### src/rtl/soml_tx_encoder.sv
// SOML transmit encoder: maps a 12-bit word to two 16-QAM symbols and a rotated
// Alamouti dispersion block, then streams the 4x2 block as 8 complex samples.
`timescale 1ns/1ps
module soml_tx_encoder #(
  parameter int N = 32,
  parameter int Q = 22
) (
  input  logic                clk,
  input  logic                rst_n,
  input  logic                in_valid,
  output logic                in_ready,
  input  logic [11:0]         data_in,
  output logic                out_valid,
  input  logic                out_ready,
  output logic signed [N-1:0] x_r,
  output logic signed [N-1:0] x_i,
  output logic [1:0]          ant_idx,
  output logic                slot_idx,
  output logic                out_last,
  output logic                busy,
  output logic [1:0]          state_dbg
);

  // Handshakes: a transfer happens on a rising edge where valid & ready are both
  // high; a valid source holds its payload stable until that edge.

  typedef enum logic [1:0] {IDLE = 2'd0, MAP = 2'd1, SEND = 2'd2} state_t;

  localparam logic signed [N-1:0] ONE   = N'(1) << Q;
  localparam logic signed [N-1:0] THREE = ONE + ONE + ONE;

  state_t                state, state_nxt;
  logic [2:0]            beat;
  logic [11:0]           data_q;
  logic signed [N-1:0]   buf_r [8];
  logic signed [N-1:0]   buf_i [8];
  logic signed [N-1:0]   map_r [8];
  logic signed [N-1:0]   map_i [8];
  logic signed [N-1:0]   s1r, s1i, s2r, s2i;
  logic signed [N-1:0]   b0r, b0i, b1r, b1i;
  logic [1:0]            ant_a, ant_b;

  function automatic logic signed [N-1:0] pam(input logic [1:0] g);
    case (g)
      2'b00:   return -THREE;
      2'b01:   return -ONE;
      2'b11:   return ONE;
      default: return THREE;
    endcase
  endfunction

  // Symbol mapping and dispersion; j^r is a swap/negate of the b-antenna samples.
  always_comb begin
    s1r = pam(data_q[7:6]);
    s1i = pam(data_q[5:4]);
    s2r = pam(data_q[3:2]);
    s2i = pam(data_q[1:0]);
    case (data_q[11:10])
      2'b00:   begin ant_a = 2'd0; ant_b = 2'd1; end
      2'b01:   begin ant_a = 2'd2; ant_b = 2'd3; end
      2'b10:   begin ant_a = 2'd0; ant_b = 2'd2; end
      default: begin ant_a = 2'd1; ant_b = 2'd3; end
    endcase
    case (data_q[9:8])
      2'd0:    begin b0r =  s2r; b0i =  s2i; b1r =  s1r; b1i = -s1i; end
      2'd1:    begin b0r = -s2i; b0i =  s2r; b1r =  s1i; b1i =  s1r; end
      2'd2:    begin b0r = -s2r; b0i = -s2i; b1r = -s1r; b1i =  s1i; end
      default: begin b0r =  s2i; b0i = -s2r; b1r = -s1i; b1i = -s1r; end
    endcase
    for (int k = 0; k < 8; k++) begin
      map_r[k] = '0;
      map_i[k] = '0;
    end
    map_r[{1'b0, ant_a}] = s1r;
    map_i[{1'b0, ant_a}] = s1i;
    map_r[{1'b1, ant_a}] = -s2r;
    map_i[{1'b1, ant_a}] = s2i;
    map_r[{1'b0, ant_b}] = b0r;
    map_i[{1'b0, ant_b}] = b0i;
    map_r[{1'b1, ant_b}] = b1r;
    map_i[{1'b1, ant_b}] = b1i;
  end

  always_ff @(posedge clk) begin
    if (!rst_n) begin
      state <= IDLE;
      beat  <= 3'd0;
    end else begin
      state <= state_nxt;
      if (state == MAP)
        beat <= 3'd0;
      else if (state == SEND && out_ready)
        beat <= beat + 3'd1;
    end
  end

  always_ff @(posedge clk) begin
    if (state == IDLE && in_valid)
      data_q <= data_in;
    if (state == MAP) begin
      for (int k = 0; k < 8; k++) begin
        buf_r[k] <= map_r[k];
        buf_i[k] <= map_i[k];
      end
    end
  end

  always_comb begin
    state_nxt = state;
    in_ready  = 1'b0;
    out_valid = 1'b0;
    x_r       = '0;
    x_i       = '0;
    ant_idx   = 2'd0;
    slot_idx  = 1'b0;
    out_last  = 1'b0;
    busy      = (state != IDLE);
    state_dbg = state;
    case (state)
      IDLE: begin
        in_ready = rst_n;
        if (in_valid) state_nxt = MAP;
      end
      MAP: state_nxt = SEND;
      SEND: begin
        out_valid = 1'b1;
        x_r       = buf_r[beat];
        x_i       = buf_i[beat];
        ant_idx   = beat[1:0];
        slot_idx  = beat[2];
        out_last  = (beat == 3'd7);
        if (out_ready && beat == 3'd7) state_nxt = IDLE;
      end
      default: state_nxt = IDLE;
    endcase
  end

endmodule

### config.mk
export PLATFORM = sky130hd
export DESIGN_NAME = soml_tx_encoder
export DESIGN_NICKNAME = d
export VERILOG_FILES = /design/src/rtl/soml_tx_encoder.sv
export SDC_FILE = /design/constraint.sdc
export NUM_CORES = 1
export LEC_CHECK = 0
export CORE_UTILIZATION = 45
export DETAILED_ROUTE_END_ITERATION = 16
export PLACE_DENSITY_LB_ADDON = 0.2
export SYNTH_ARGS = -nofsm -noshare
export SYNTH_HDL_FRONTEND = slang
export SYNTH_SLANG_ARGS = --single-unit
### constraint.sdc
create_clock -name clk -period 2.3 [get_ports clk]
set_input_delay 0.23 -clock clk [delete_from_list [all_inputs] [get_ports clk]]
set_output_delay 0.23 -clock clk [all_outputs]
set_load 0.02 [all_outputs]
After elaboration in Yosys (flattened, before gate mapping)
Memories as Yosys holds them, arrays and structs flattened. A register that Yosys moved wholly into a read port is not among the register bits.
Index checks and enable logic that the tools add are counted.
- output and inout port bits: 73
- bits in writable memories: 512
- register bits after elaboration: 17
- memories kept: 2
- input port bits: 16
- memories (memory ; depth ; width ; rd ports ; clocked after memory_dff ; wr ports ; line ; RTL):
    buf_i ; 8 ; 32 ; 1 ; 1 ; 8 ; 36 ; logic signed [N-1:0] buf_i [8];
    buf_r ; 8 ; 32 ; 1 ; 1 ; 8 ; 35 ; logic signed [N-1:0] buf_r [8];
- bitwise logic cells: 7
- order comparisons: 8
- equal/unequal tests: 17
- mux-type cells: 40
- reductions and logical operators: 18
- add/subtract/negate cells: 5
- operators by type and width (operator ; number):
    bitwise mux 256 bit ; 6
    case mux 32 bit (3 select lines) ; 8
    bitwise AND 256 bit ; 2
    demux 32 bit (select 3 bit) ; 4
    two-way mux 32 bit ; 6
    negator 32 bit ; 4
    >= comparator 4 bit, second input constant ; 4
    less-than comparator 4 x 1 -> 1 bit, second input constant ; 4
    == test 2 x 1 -> 1 bit, second input constant ; 7
    == test 2 bit, second input constant ; 7
    zero test 2 bit ; 7
    two-way mux 3 bit ; 4
    inverter 2 -> 4 bit ; 2
    inverter 3 -> 4 bit ; 2
    case mux 2 bit (2 select lines) ; 2
    logical AND 1 bit ; 7
    two-way mux 1 bit ; 6
    two-way mux 2 bit ; 3
    case mux 2 bit (3 select lines) ; 1
    OR reduction 2 bit ; 2
    adder 3 x 1 -> 3 bit, second input constant ; 1
    == test 3 bit, second input constant ; 1
    != test 2 x 1 -> 1 bit, second input constant ; 1
    != test 2 bit, second input constant ; 1
    3 further kinds ; 3

Logic depth before layout (Yosys ltp)
Gate-level depths: netlist (run 1).
- depth in word-level cells: 12
- depth in mapped cells: 7

Worst setup path after synthesis (run 1)
OpenSTA, ideal clock, no wires.
- path kind: register -> register
- start: register state[0], in the netlist state_dbg[0]
- end: memory buf_i[0][22], enable pin
- setup slack: -0.385 ns
- data arrival time: 2.251 ns
- data required time: 1.865 ns
- period minus slack after synthesis: 2.685 ns
- stages on the path, launching flop included: 2
- cells stage by stage: dfxtp_1 nor2b_1
- RTL lines (item ; line ; RTL):
    from (decl) ; 32 ; state_t state, state_nxt;
    from (signal assigned) ; 89 ; state <= state_nxt;
    to (decl) ; 36 ;

==> flow_summary.yaml, run 1 <==
outcome:
  outcome: "finished, final reports clean"
cts:
  insertion_delay_ns: 0.31
  cts_max_path_buffers: 2
  cts_tree: "yes"
  cts_root_buf: "clkbuf_8"
  clk_pin_slew_worst_paths_ns: 0.10
  cts_setup_buffers: 0
  htree_levels: 2
  cts.sinks: 56
  cts-buffers-inserted: 5
  cts_hold_buf: 0
  cts_resized: 19
synthesis:
  avgSynthCellArea_um2: 11.8
  synth_top_family_by_area: "buffers and inverters"
  synth-seq-cells: 56
  yosysSeqAreaShare: 0.467
  synth_area_mm2: 0.00343
  synth_fa_ha_area_frac: 0.0730
  yosys.area.top_type: "edfxtp_1"
  synth-xor-area-share: 0.0205
  synth_cell_types: 39
  netlist_top_cells_count: "61 x buf_4, 48 x edfxtp_1, 20 x ha_1"
  synth_compound_area_frac: 0.113
  ys.flop_type: "edfxtp_1"
  synth-simple-area-share: 0.0687
  synth_most_common_cell: "buf_4"
  synth_area_leaders: "edfxtp_1 42%, buf_4 13%, ha_1 7.3%, dfxtp_1 4.7%, mux4_2 3.3%"
  yosysWarnings: 0
  ys_async_sr_fraction: 0
  synth.top_cell.area_share: 0.421
  syn-instance-count: 290
  synthMuxAreaShare: 0.0877
  synth-edff-count: 48
min_path:
  hold_path_class: "primary input to register"
  worst_hold_startpoint: "data_in[9]"
setup_path:
  arrival_ns: 1.99
  r2r_start: "data_q[2]"
  crit_chain: "buf_12 > mux4_1 > a22o_1 > dlygate4sd2_1"
  setup.worst_path.start_class: "register"
  crit_buf_inv: 2
  rrSetupSlack_ns: 0.32
  crit_type: "register to primary output"
  max_stage_delay_ns: 0.55
  worst_path_max_delay_cell: "mux4_1"
  ff2ff_path_depth: 6
  regToRegEndpoint: "buf_i[2][30]"
  end_kind: "primary output"
  path_max_fanout: 8
  path_depth: 4
  endpoint: "x_i[29]"
  crit_family: "multiplexers"
  cp.required_ns: 2.07
floorplanning:
  die_h_um: 89.3
  die-area_mm2: 0.00797
  initial_core_util: 0.470
  fp.dieW_um: 89.3
  coreArea_mm2: 0.00729
  placement_rows: 31
  num_io_pins: 89
finish:
  multi_input_area_mm2: 0.00141
  final_area_mm2: 0.00378
  seq_area_mm2: 0.00160
  num_antenna_cells: 0
  fin_nets: 356
  drive_gt1_frac: 0.0872
  area_delta_synth_final_pct: 10.4
  final_cells: 420
  nFillCells: 648
detailed_routing:
  vias_per_cell: 4.93
  drc_errors: 0
  wirelength_um: 5600
  drtAntennaViolNets: 0
  vias: 2072
  drtIter0Drc: 109
  routedWlPerCell_um: 13.3
  first_pass_iters: 4
power:
  leakagePower_nw: 1.56
  power.total_mw: 2.28
  vdd.ir_drop.worst_mv: 0.218
  power_density_mw_per_mm2: 601
place:
  io_buffer_count: 44
  postPlaceCellArea_mm2: 0.00371
  placed_cells: 412
  gp_congestion: 0.834
  hpwl_um: 4430
timing:
  report.final.slew_viol_count: 0
  worst_slew_pin_slew_ns: 0.515
  skew_ns: 0.00881
  finalHoldViolations: 0
  rsz0062_at_grt: "true"
  setup_viol: 0
  fmax_mhz: 450
  fin_crit_ns: 2.22
  relSlewSlack: 0.657
  period_share: 0.967
grt:
  grt_antenna_before_repair: 0
  grt_pass1_wl_um: 9050
  grt_pass1_vias: 1844
  grtUsageTotal: 0.153
  grt_max_degree: 38
  overflow: 0
run:
  cap_violations: 0
[registers in the layout (all words and copies together), names as in the netlist, named ones only]
| register | cells |
|---|---|
| state_dbg | 2 |
| buf_r | 16 |
| buf_i | 20 |
| beat | 3 |
| data_q | 12 |
[cell type report]
cell class | instances | share of cell area
clock buffers | 5 | 0.0182
clock inverters | 3 | 0.00694
inverters | 19 | 0.0188
multi-input cells | 188 | 0.373
flip-flops and latches | 56 | 0.424
well taps | 99 | 0.0327
repair buffers | 50 | 0.126
[layer usage]
layer / vias up / part of all wire / routed length, um / track usage
met5: - / 0 / 0 / 0
met4: 0 / 0.014 / 79 / 0.0505
li1: 995 / - / - / -
met2: 93 / 0.46 / 2550 / 0.248
met3: 8 / 0.052 / 293 / 0.0305
met1: 976 / 0.48 / 2670 / 0.208
[layout by cell type, fill, tap and decap left out, drive strengths merged, types with 8 or more instances in the layout]
master / count
a22o: 12
and2: 9
clkdlybuf4s50: 26
conb: 44
dfxtp: 8
dlygate4sd2: 12
edfxtp: 48
ha: 20
inv: 21
mux4: 9
nand3: 8
nor2: 8
nor2b: 8
o21ai: 13
o22ai: 13
[power breakdown]
group / internal (mW) / total (mW) / switching, mW
Combinational: 0.190 / 0.502 / 0.311
Sequential: 1.19 / 1.22 / 0.0308
Clock: 0.225 / 0.552 / 0.327
[stage by stage]
| stage | utilization | worst slack (ns) | hold slack, ns | setup TNS, ns |
|---|---|---|---|---|
| CTS | 0.518 | 0.0582 | 0.456 | 0 |
| floorplan | - | 0.291 | 0.329 | 0 |
| global placement | 0.508 | 0.183 | 0.608 | 0 |
| finish | 0.519 | 0.0757 | 0.465 | 0 |
| detailed placement | 0.508 | 0.129 | 0.618 | 0 |
| global route | 0.519 | -0.0209 | 0.459 | -0.151 |
[worst min path at each step]
stage                      endpoint  cells past startpoint  slack (ns)
after floorplan           data_q[0]                      0        0.33
after global placement      beat[2]                      2        0.61
after detailed placement    beat[2]                      2        0.62
after CTS                 data_q[2]                      1        0.46
after global routing      data_q[0]                      1        0.46
final                     data_q[9]                      1        0.47
[logic make-up (layout without fill, tap and decap cells)]
logic type               after synthesis  in the layout
AO/OA/AOI/OAI                         55             55
XOR/XNOR                               8              8
adder cells (fa/ha/maj)               20             20
buffers and inverters                 89             77
flip-flops                            56             56
multiplexers                          17             17
other                                  1             44
AND/OR/NAND/NOR                       44             44
[worst reg2reg max path, delay by kind of cell, from the launching register on]
kind | cells | cell delay (ns)
adder cells (fa/ha/maj) | 1 | 0.21
buffers and inverters | 1 | 0.08
multiplexers | 1 | 0.15
AO/OA/AOI/OAI | 2 | 0.51
flip-flops | 1 | 0.36
XOR/XNOR | 1 | 0.38
(Power assumes the default switching activity.)
==> inputs of run 2 (changes only) <==
- CORE_ASPECT_RATIO: default -> 0.6
==> run 2 against run 1 <==
- non-clock buffer count is 2 higher
- global-route usage is 1.3 points higher
- routed wire length is 10% higher
- maximum frequency is 0.83% higher
- worst setup slack better by 0.018 ns
- sequential power hardly changed
- cell area is 1.7% higher
- count of clock-buffer cells in the layout is 1 higher
- clock power is 36% higher
==> flow_summary.yaml, run 2 (synthesis results as in run 1) <==
timing:
  skew_ns: 0.00321
  report.final.slew_viol_count: 0
  setup_viol: 0
  period_share: 0.959
  fmax_mhz: 453
  fin_setup_tns_ns: 0
  fin_crit_ns: 2.21
  relSlewSlack: 0.614
  worst_slew_pin_slew_ns: 0.579
  rsz0062_at_grt: "false"
  finalHoldViolations: 0
power:
  leakagePower_nw: 1.62
  power.combinational.fraction: 0.208
  p_int_mw: 1.79
  pwr-share-clk: 0.301
  power_density_mw_per_mm2: 647
  p_sw_frac: 0.281
  pwr-share-seq: 0.491
  p_sw_uw: 698
  vdd.ir_drop.worst_mv: 0.356
cts:
  cts_hold_buf: 0
  cts_setup_buffers: 0
  htree_levels: 2
  cts_max_path_buffers: 2
  insertion_delay_ns: 0.29
  cts_tree: "yes"
  clk_pin_slew_worst_paths_ns: 0.07
  cts-buffers-inserted: 5
  cts_resized: 20
  cts.sinks: 56
  cts_root_buf: "clkbuf_16"
run:
  cap_violations: 0
grt:
  grtUsageTotal: 0.166
  grt_max_degree: 38
  grt_antenna_before_repair: 0
  grt_pass1_wl_um: 9710
  grt_pass1_vias: 1834
  overflow: 0
detailed_routing:
  vias: 2089
  drtAntennaViolNets: 0
  wirelength_um: 6180
  drtIter0Drc: 153
  drc_errors: 0
  first_pass_iters: 4
  vias_per_cell: 4.89
  routedWlPerCell_um: 14.5
floorplanning:
  die_h_um: 69.6
  fp.dieW_um: 115
  initial_core_util: 0.468
  placement_rows: 24
  die-area_mm2: 0.00798
  coreArea_mm2: 0.00733
  num_io_pins: 89
setup_path:
  arrival_ns: 1.98
  path_max_fanout: 8
  crit_type: "register to primary output"
  regToRegEndpoint: "buf_i[3][30]"
  setup.worst_path.start_class: "register"
  r2r_start: "data_q[10]"
  rrSetupSlack_ns: 0.23
  end_kind: "primary output"
  cp.required_ns: 2.07
  ff2ff_path_depth: 6
min_path:
  hold_path_class: "primary input to register"
  hold_depth: 1
  worst_hold_startpoint: "data_in[8]"
  worstHoldEndpoint: "data_q[8]"
finish:
  final_cell_mix: "48 x edfxtp_1, 44 x conb_1, 24 x clkdlybuf4s50_1, 20 x ha_1, 20 x dlygate4sd2_1"
  drive_gt1_frac: 0.0805
  top_regs: "buf_i x20, buf_r x16, data_q x12"
  top_register: "buf_i"
  mostFrequentLayoutCell: "edfxtp_1"
  fin_nets: 358
  area_delta_synth_final_pct: 12.3
  num_antenna_cells: 0
  final_cells: 427
  largest_reg_flops: 20
place:
  hpwl_um: 4800
  placed_cells: 419
  gp_congestion: 0.807
  io_buffer_count: 44
outcome:
  outcome: "finished, final reports clean"
run 2: cell types whose count changed in the layout (fill, tap and decap cells not counted), moves of 2 or more:
cell             previous run  this run
dlygate4sd2_1              12        20
clkdlybuf4s15_1             5         0
dfxtp_1                     6         8
clkbuf_8                    5         0
buf_4                       5         7
dfxtp_2                     2         0
clkbuf_16                   0         5
clkdlybuf4s50_1            26        24
run 2: how the worst max path moves through the flow:
stage | cells after the start | slack, ns | from | end
floorplan | 1 | 0.29 | state_dbg[0] | buf_i[0][22]
global placement | 4 | 0.23 | register | x_r[31]
detailed placement | 4 | 0.16 | register | x_i[30]
CTS | 4 | 0.07 | register | x_i[30]
global route | 4 | 0.006 | register | x_r[29]
finish | 4 | 0.09 | register | x_i[30]
run 2: metrics by stage:
stage,power [mW],cell area (um^2),setup WS [ns],util,hold slack (ns)
3_5_place_dp,1.77,3730,0.158,0.509,0.620
2_1_floorplan,1.67,3590,0.291,-,0.329
5_1_grt,2.60,3850,0.00605,0.525,0.483
6_report,2.49,3850,0.0940,0.525,0.487
3_3_place_gp,1.76,3730,0.226,0.509,0.603
4_1_cts,2.50,3850,0.0714,0.525,0.482
run 2: layer usage:
| metal | track usage | vias to the layer above | share of wire |
|---|---|---|---|
| li1 | - | 1004 | - |
| met1 | 0.275 | 996 | 0.54 |
| met2 | 0.202 | 87 | 0.38 |
| met3 | 0.0498 | 2 | 0.078 |
| met4 | 0.0418 | 0 | 0.0023 |
| met5 | 0 | - | 0 |
run 2: layout make-up:
class / instances / area [um^2]
Timing Repair Buffer: 52 / 488
Multi-Input combinational cell: 188 / 1410
Inverter: 19 / 71.3
Tap cell: 104 / 130
Clock buffer: 6 / 129
Clock inverter: 2 / 16.3
Fill cell: 672 / 3480
Sequential cell: 56 / 1600
run 2: power by group through the flow:
stage | Combinational, mW | Sequential, mW | Clock [mW]
6_report | 0.517 | 1.22 | 0.750
3_5_place_dp | 0.523 | 1.24 | 0
3_3_place_gp | 0.513 | 1.24 | 0
5_1_grt | 0.565 | 1.23 | 0.805
4_1_cts | 0.514 | 1.22 | 0.769
2_1_floorplan | 0.434 | 1.23 | 0
run 2: worst max-delay path, stage by stage, from the launching register on:
cell and delay (ns):
dfxtp_1 0.39, buf_12 0.14, mux4_1 0.54, a22o_1 0.26, dlygate4sd2_1 0.35
==> inputs of run 3 (changes only) <==
- ABC_AREA: default -> 1
- PLACE_DENSITY: default -> 0.84
- PLACE_DENSITY_LB_ADDON: 0.2 -> default
- TNS_END_PERCENT: default -> 10
==> run 3 against run 2 <==
- die area grew 4.9%
- clock power grew 0.7%
- count of clock-buffer cells in the layout shrank 1
- total power grew 1.5%
- non-clock buffer count shrank 1
- cell count grew 32%
- critical path type unchanged
- critical endpoint is now x_i[22]
- largest cell class unchanged
==> flow_summary.yaml, run 3 <==
setup_path:
  arrival_ns: 1.97
  path_max_fanout: 7
  end_kind: "primary output"
  cp.required_ns: 2.07
  setup.worst_path.start_class: "register"
  crit_type: "register to primary output"
grt:
  grt_pass1_vias: 2515
  grtUsageTotal: 0.180
  grt_pass1_wl_um: 11900
  grt_max_degree: 39
  overflow: 0
  grt_antenna_before_repair: 0
cts:
  cts_hold_buf: 0
  insertion_delay_ns: 0.30
  cts_tree: "yes"
  clk_pin_slew_worst_paths_ns: 0.07
  htree_levels: 2
  cts-buffers-inserted: 5
  cts_setup_buffers: 0
  cts.sinks: 56
  cts_root_buf: "clkbuf_16"
  cts_max_path_buffers: 2
timing:
  fin_crit_ns: 2.20
  finalHoldViolations: 0
  fmax_mhz: 455
  relSlewSlack: 0.633
  setup_ws_ns: 0.104
  report.final.slew_viol_count: 0
  fin_setup_tns_ns: 0
  worst_slew_pin_slew_ns: 0.551
  setup_viol: 0
  period_share: 0.955
  skew_ns: 0.00675
  rsz0062_at_grt: "false"
floorplanning:
  fp.dieW_um: 117
  die_h_um: 71.3
  die-area_mm2: 0.00837
  initial_core_util: 0.479
  placement_rows: 24
  coreArea_mm2: 0.00751
  num_io_pins: 89
synthesis:
  synth_most_common_cell: "nand2_1"
  avgSynthCellArea_um2: 8.43
  yosys.area.top_type: "edfxtp_1"
  ys_async_sr_fraction: 0
  syn-instance-count: 427
  yosysSeqAreaShare: 0.445
  synth_area_leaders: "edfxtp_1 40%, buf_4 13%, nand2_1 10%, ha_1 7.0%, nor2_1 5.6%"
  yosysWarnings: 0
  synth-edff-count: 48
  synth.top_cell.area_share: 0.401
  synth_area_mm2: 0.00360
  synth-seq-cells: 56
  netlist_top_cells_count: "96 x nand2_1, 60 x buf_4, 54 x nor2_1"
  synth_cell_types: 29
  ys.flop_type: "edfxtp_1"
detailed_routing:
  vias: 2699
  drtIter0Drc: 171
  drc_errors: 0
  drtAntennaViolNets: 0
  vias_per_cell: 4.78
  first_pass_iters: 5
  routedWlPerCell_um: 13.1
  wirelength_um: 7380
place:
  pre_cts_slack_ns: 0.198
  io_buffer_count: 44
  gp_congestion: 0.933
  hpwl_um: 5560
power:
  leakagePower_nw: 1.97
  power_density_mw_per_mm2: 626
  vdd.ir_drop.worst_mv: 0.387
finish:
  num_antenna_cells: 0
  fin_nets: 496
  nFillCells: 673
  largest_reg_flops: 20
  top_register: "buf_i"
  top_regs: "buf_i x20, buf_r x16, data_q x12"
  final_util: 0.537
  final_cell_mix: "96 x nand2_1, 53 x inv_1, 53 x nor2_1, 48 x edfxtp_1, 44 x conb_1"
  area_delta_synth_final_pct: 12.0
  drive_gt1_frac: 0.0651
  mostFrequentLayoutCell: "nand2_1"
run:
  cap_violations: 0
outcome:
  outcome: "finished, final reports clean"
min_path:
  hold_path_class: "primary input to register"
-- run 3: changes by cell type after synthesis, sizes merged, moves of 8 or more --
cell / change
o21ai: +28
a22o: -12
and2: -9
nor2: +49
nor2b: -8
nand2: +93
o22ai: -9
inv: +36
mux4: -9
-- run 3: worst max-delay path: stages (launching register included) --
cell,delay (ns)
dfxtp_1,0.37
inv_1,0.10
nor2_4,0.21
inv_1,0.17
a21oi_1,0.19
clkdlybuf4s50_1,0.63
-- run 3: repair_timing --
action / CTS / global route
endpoints found under the hold margin: 0 / 0
resized for setup: 13 / 9
setup endpoints to repair: 20 / 9
-- run 3: power breakdown --
group	total (mW)	switching [mW]	internal, mW
Clock	0.755	0.354	0.401
Combinational	0.539	0.372	0.168
Sequential	1.23	0.0396	1.19
-- run 3: path summary, 6_finish.rpt --
check / slack [ns] / end / cells after the start / startpoint
hold reg to reg: 0.51 / beat[2] / 2 / beat[2]
setup reg to reg: 0.21 / buf_r[7][30] / 8 / data_q[10]
hold / removal: 0.49 / data_q[9] / 1 / data_in[9]
setup / recovery: 0.10 / x_i[22] / 5 / state_dbg[1]
-- run 3: through the flow --
step	cells	instance area (um^2)	hold slack (ns)	power, mW
finish	565	4030	0.485	2.52
global route	565	4030	0.492	2.63
CTS	565	4010	0.485	2.53
detailed placement	557	3880	0.501	1.79
global placement	557	3880	0.484	1.77
floorplan	470	3760	0.329	1.69
-- run 3: layout make-up --
| type | instances | area [um^2] | area share |
|---|---|---|---|
| Tap cell | 104 | 130 | 0.0323 |
| Multi-Input combinational cell | 291 | 1450 | 0.360 |
| Clock inverter | 3 | 18.8 | 0.00466 |
| Inverter | 55 | 209 | 0.0518 |
| Sequential cell | 56 | 1610 | 0.398 |
| Timing Repair Buffer | 51 | 493 | 0.122 |
| Clock buffer | 5 | 125 | 0.0310 |
-- run 3: logic make-up after synthesis --
| family | after synthesis | synth area share |
|---|---|---|
| xor gates and xnor gates | 4 | 0.0160 |
| DFF | 56 | 0.445 |
| other | 1 | 0.00104 |
| and+or+nand+nor | 172 | 0.194 |
| buffers and inverters | 123 | 0.197 |
| AOI/OAI and AO/OA | 51 | 0.0768 |
| adders and majority gates | 20 | 0.0695 |
-- run 3: metal layers --
metal | vias up | part of all wire | track usage | wire length [um]
li1 | 1321 | - | - | -
met2 | 123 | 0.47 | 0.297 | 3470
met3 | 18 | 0.078 | 0.0350 | 574
met4 | 0 | 0.023 | 0.0678 | 169
met5 | - | 0 | 0 | 0
met1 | 1237 | 0.43 | 0.238 | 3160
==> variant: new RTL, settings of run 1 <==
Remove the case item `2'd2` of the case on `data_q[9:8]`.
--- a/src/rtl/soml_tx_encoder.sv
+++ b/src/rtl/soml_tx_encoder.sv
@@ -64,7 +64,6 @@
     case (data_q[9:8])
       2'd0:    begin b0r =  s2r; b0i =  s2i; b1r =  s1r; b1i = -s1i; end
       2'd1:    begin b0r = -s2i; b0i =  s2r; b1r =  s1i; b1i =  s1r; end
-      2'd2:    begin b0r = -s2r; b0i = -s2i; b1r = -s1r; b1i =  s1i; end
       default: begin b0r =  s2i; b0i = -s2r; b1r = -s1i; b1i = -s1r; end
     endcase
     for (int k = 0; k < 8; k++) begin
Check against the original RTL: not settled (the Yosys comparison gave no result); the edit may change what the design does.
==> variant against run 1 <==
  * Die area fell by 0.21%
  * Fmax rose by 1.2%
  * Area after synthesis fell by 0.22%
  * Routed wire length rose by 2.5%
  * Hold slack improved by 7.4 ps
  * Clock skew fell by 2.2 ps
  * Total power fell by 2.6%
  * Non-clock buffer count did not move
  * Sequential cell count did not move
  * Worst setup slack improved by 27 ps
  * Final area fell by 0.43%
  * Critical path depth fell by 1
  * Largest cell class unchanged
  * Highest routed layer unchanged
==> variant: results (changes against run 1) <==
stage,metric,value,unit,change
outcome,status,"finished, final reports clean",,unchanged
place,GP Congestion,0.914,,was 0.834
route,WL final,5740,um,was 5600 um
power_and_ir_drop,P_leak,0.00150,uW,was 0.00156 uW
final_layout,NumNets Final,383,,was 356
critical_path,Reg2Reg Capture Point,buf_i[2][23],,was buf_i[2][30]
synth,post-synthesis sequential area ratio,0.469,,was 0.467
synth,Synth Area per Inst,10.6,um2,was 11.8 um2
power_and_ir_drop,Power Density,588,mW/mm2,was 601 mW/mm2
place,placed wire-length estimate,4480,um,was 4430 um
final_layout,final non-filler cell total,452,,was 420
sta,clock skew,6.57,ps,was 8.81 ps
place,DP Worst Slack,236,ps,was 129 ps
route,met3 WL post-DR,325,um,was 293 um
final_layout,n_diodes,0,,unchanged
sta,setup slack after layout,103,ps,was 75.7 ps
power_and_ir_drop,P_sw,646,uW,was 669 uW
sta,Rel. slew slack,0.625,,was 0.657
sta,Hold WS,473,ps,was 465 ps
hold_path,WHS Endpoint,data_q[7],,was data_q[9]
final_layout,# fillers,689,,was 648
global_routing,first-pass GRT wire length,9090,um,was 9050 um
global_routing,met1 Resource Use GR,0.212,,was 0.208
hold_path,Hold Path Origin,data_in[7],,was data_in[9]
synth,Synth area leaders,"edfxtp_1 (42%), buf_4 (13%), ha_1 (5.5%), dfxtp_1 (4.7%), mux2i_1 (4.7%)",,"was edfxtp_1 (42%), buf_4 (13%), ha_1 (7.3%), dfxtp_1 (4.7%), mux4_2 (3.3%)"
global_routing,grt met3 use,0.0259,,was 0.0305
critical_path,Worst setup endpoint,x_r[22],,was x_i[29]
place,DP Area,0.00369,mm2,was 0.00371 mm2
global_routing,number of global-route vias before repair,1865,,was 1844
global_routing,GRT met2 Usage,0.246,,was 0.248
power_and_ir_drop,worst IR drop on VDD,0.296,mV,was 0.218 mV
synth,Synth top cells by count,"buf_4 (61), edfxtp_1 (48), nand2_1 (24)",,"was buf_4 (61), edfxtp_1 (48), ha_1 (20)"
critical_path,R2R Path Start,data_q[0],,was data_q[2]
route,DR vias,2189,,was 2072
global_routing,Tot GR Track Use,0.151,,was 0.153
clock_tree,cts repair resizes,18,,was 19
critical_path,r2r setup slk,390,ps,was 320 ps
critical_path,Worst Reg-to-Reg Cells,5,,was 6
clock_tree,H-tree levels,2,,unchanged
power_and_ir_drop,Comb power,466,uW,was 502 uW
route,Post-Route M1 WL,2720,um,was 2670 um
power_and_ir_drop,Sequential Power Share,0.549,,was 0.537
## variant: changes by cell type after synthesis, sizes merged, moves of 7 or more
cell and change:
nand2 +19, mux2i +10, mux4 -8, a22o -12, inv -7, o22ai -7
o21ai +9
## variant: cells by family after synthesis
| family | count (synthesis) | share of synthesized area |
|---|---|---|
| buffers and inverters | 86 | 0.165 |
| AND/OR/NAND/NOR | 84 | 0.131 |
| AO/OA/AOI/OAI | 63 | 0.119 |
| flip-flops | 56 | 0.469 |
| multiplexers | 19 | 0.0600 |
| adder cells (fa/ha/maj) | 15 | 0.0549 |
| other | 1 | 0.00110 |
## variant: final cells by class
class,instances,area [um2],share of cell area
multi-input combinational,225,1420,0.377
tap,99,124,0.0329
timing repair buffer,50,478,0.127
clock inverter,3,20.0,0.00531
inverter,14,52.6,0.0139
sequential,56,1600,0.426
clock buffer,5,68.8,0.0183
## variant: worst max-delay path, cell delays in order, from the launching register on
cell	delay, ps
dfxtp_2	420
mux4_2	520
and2_1	190
clkdlybuf4s50_1	540
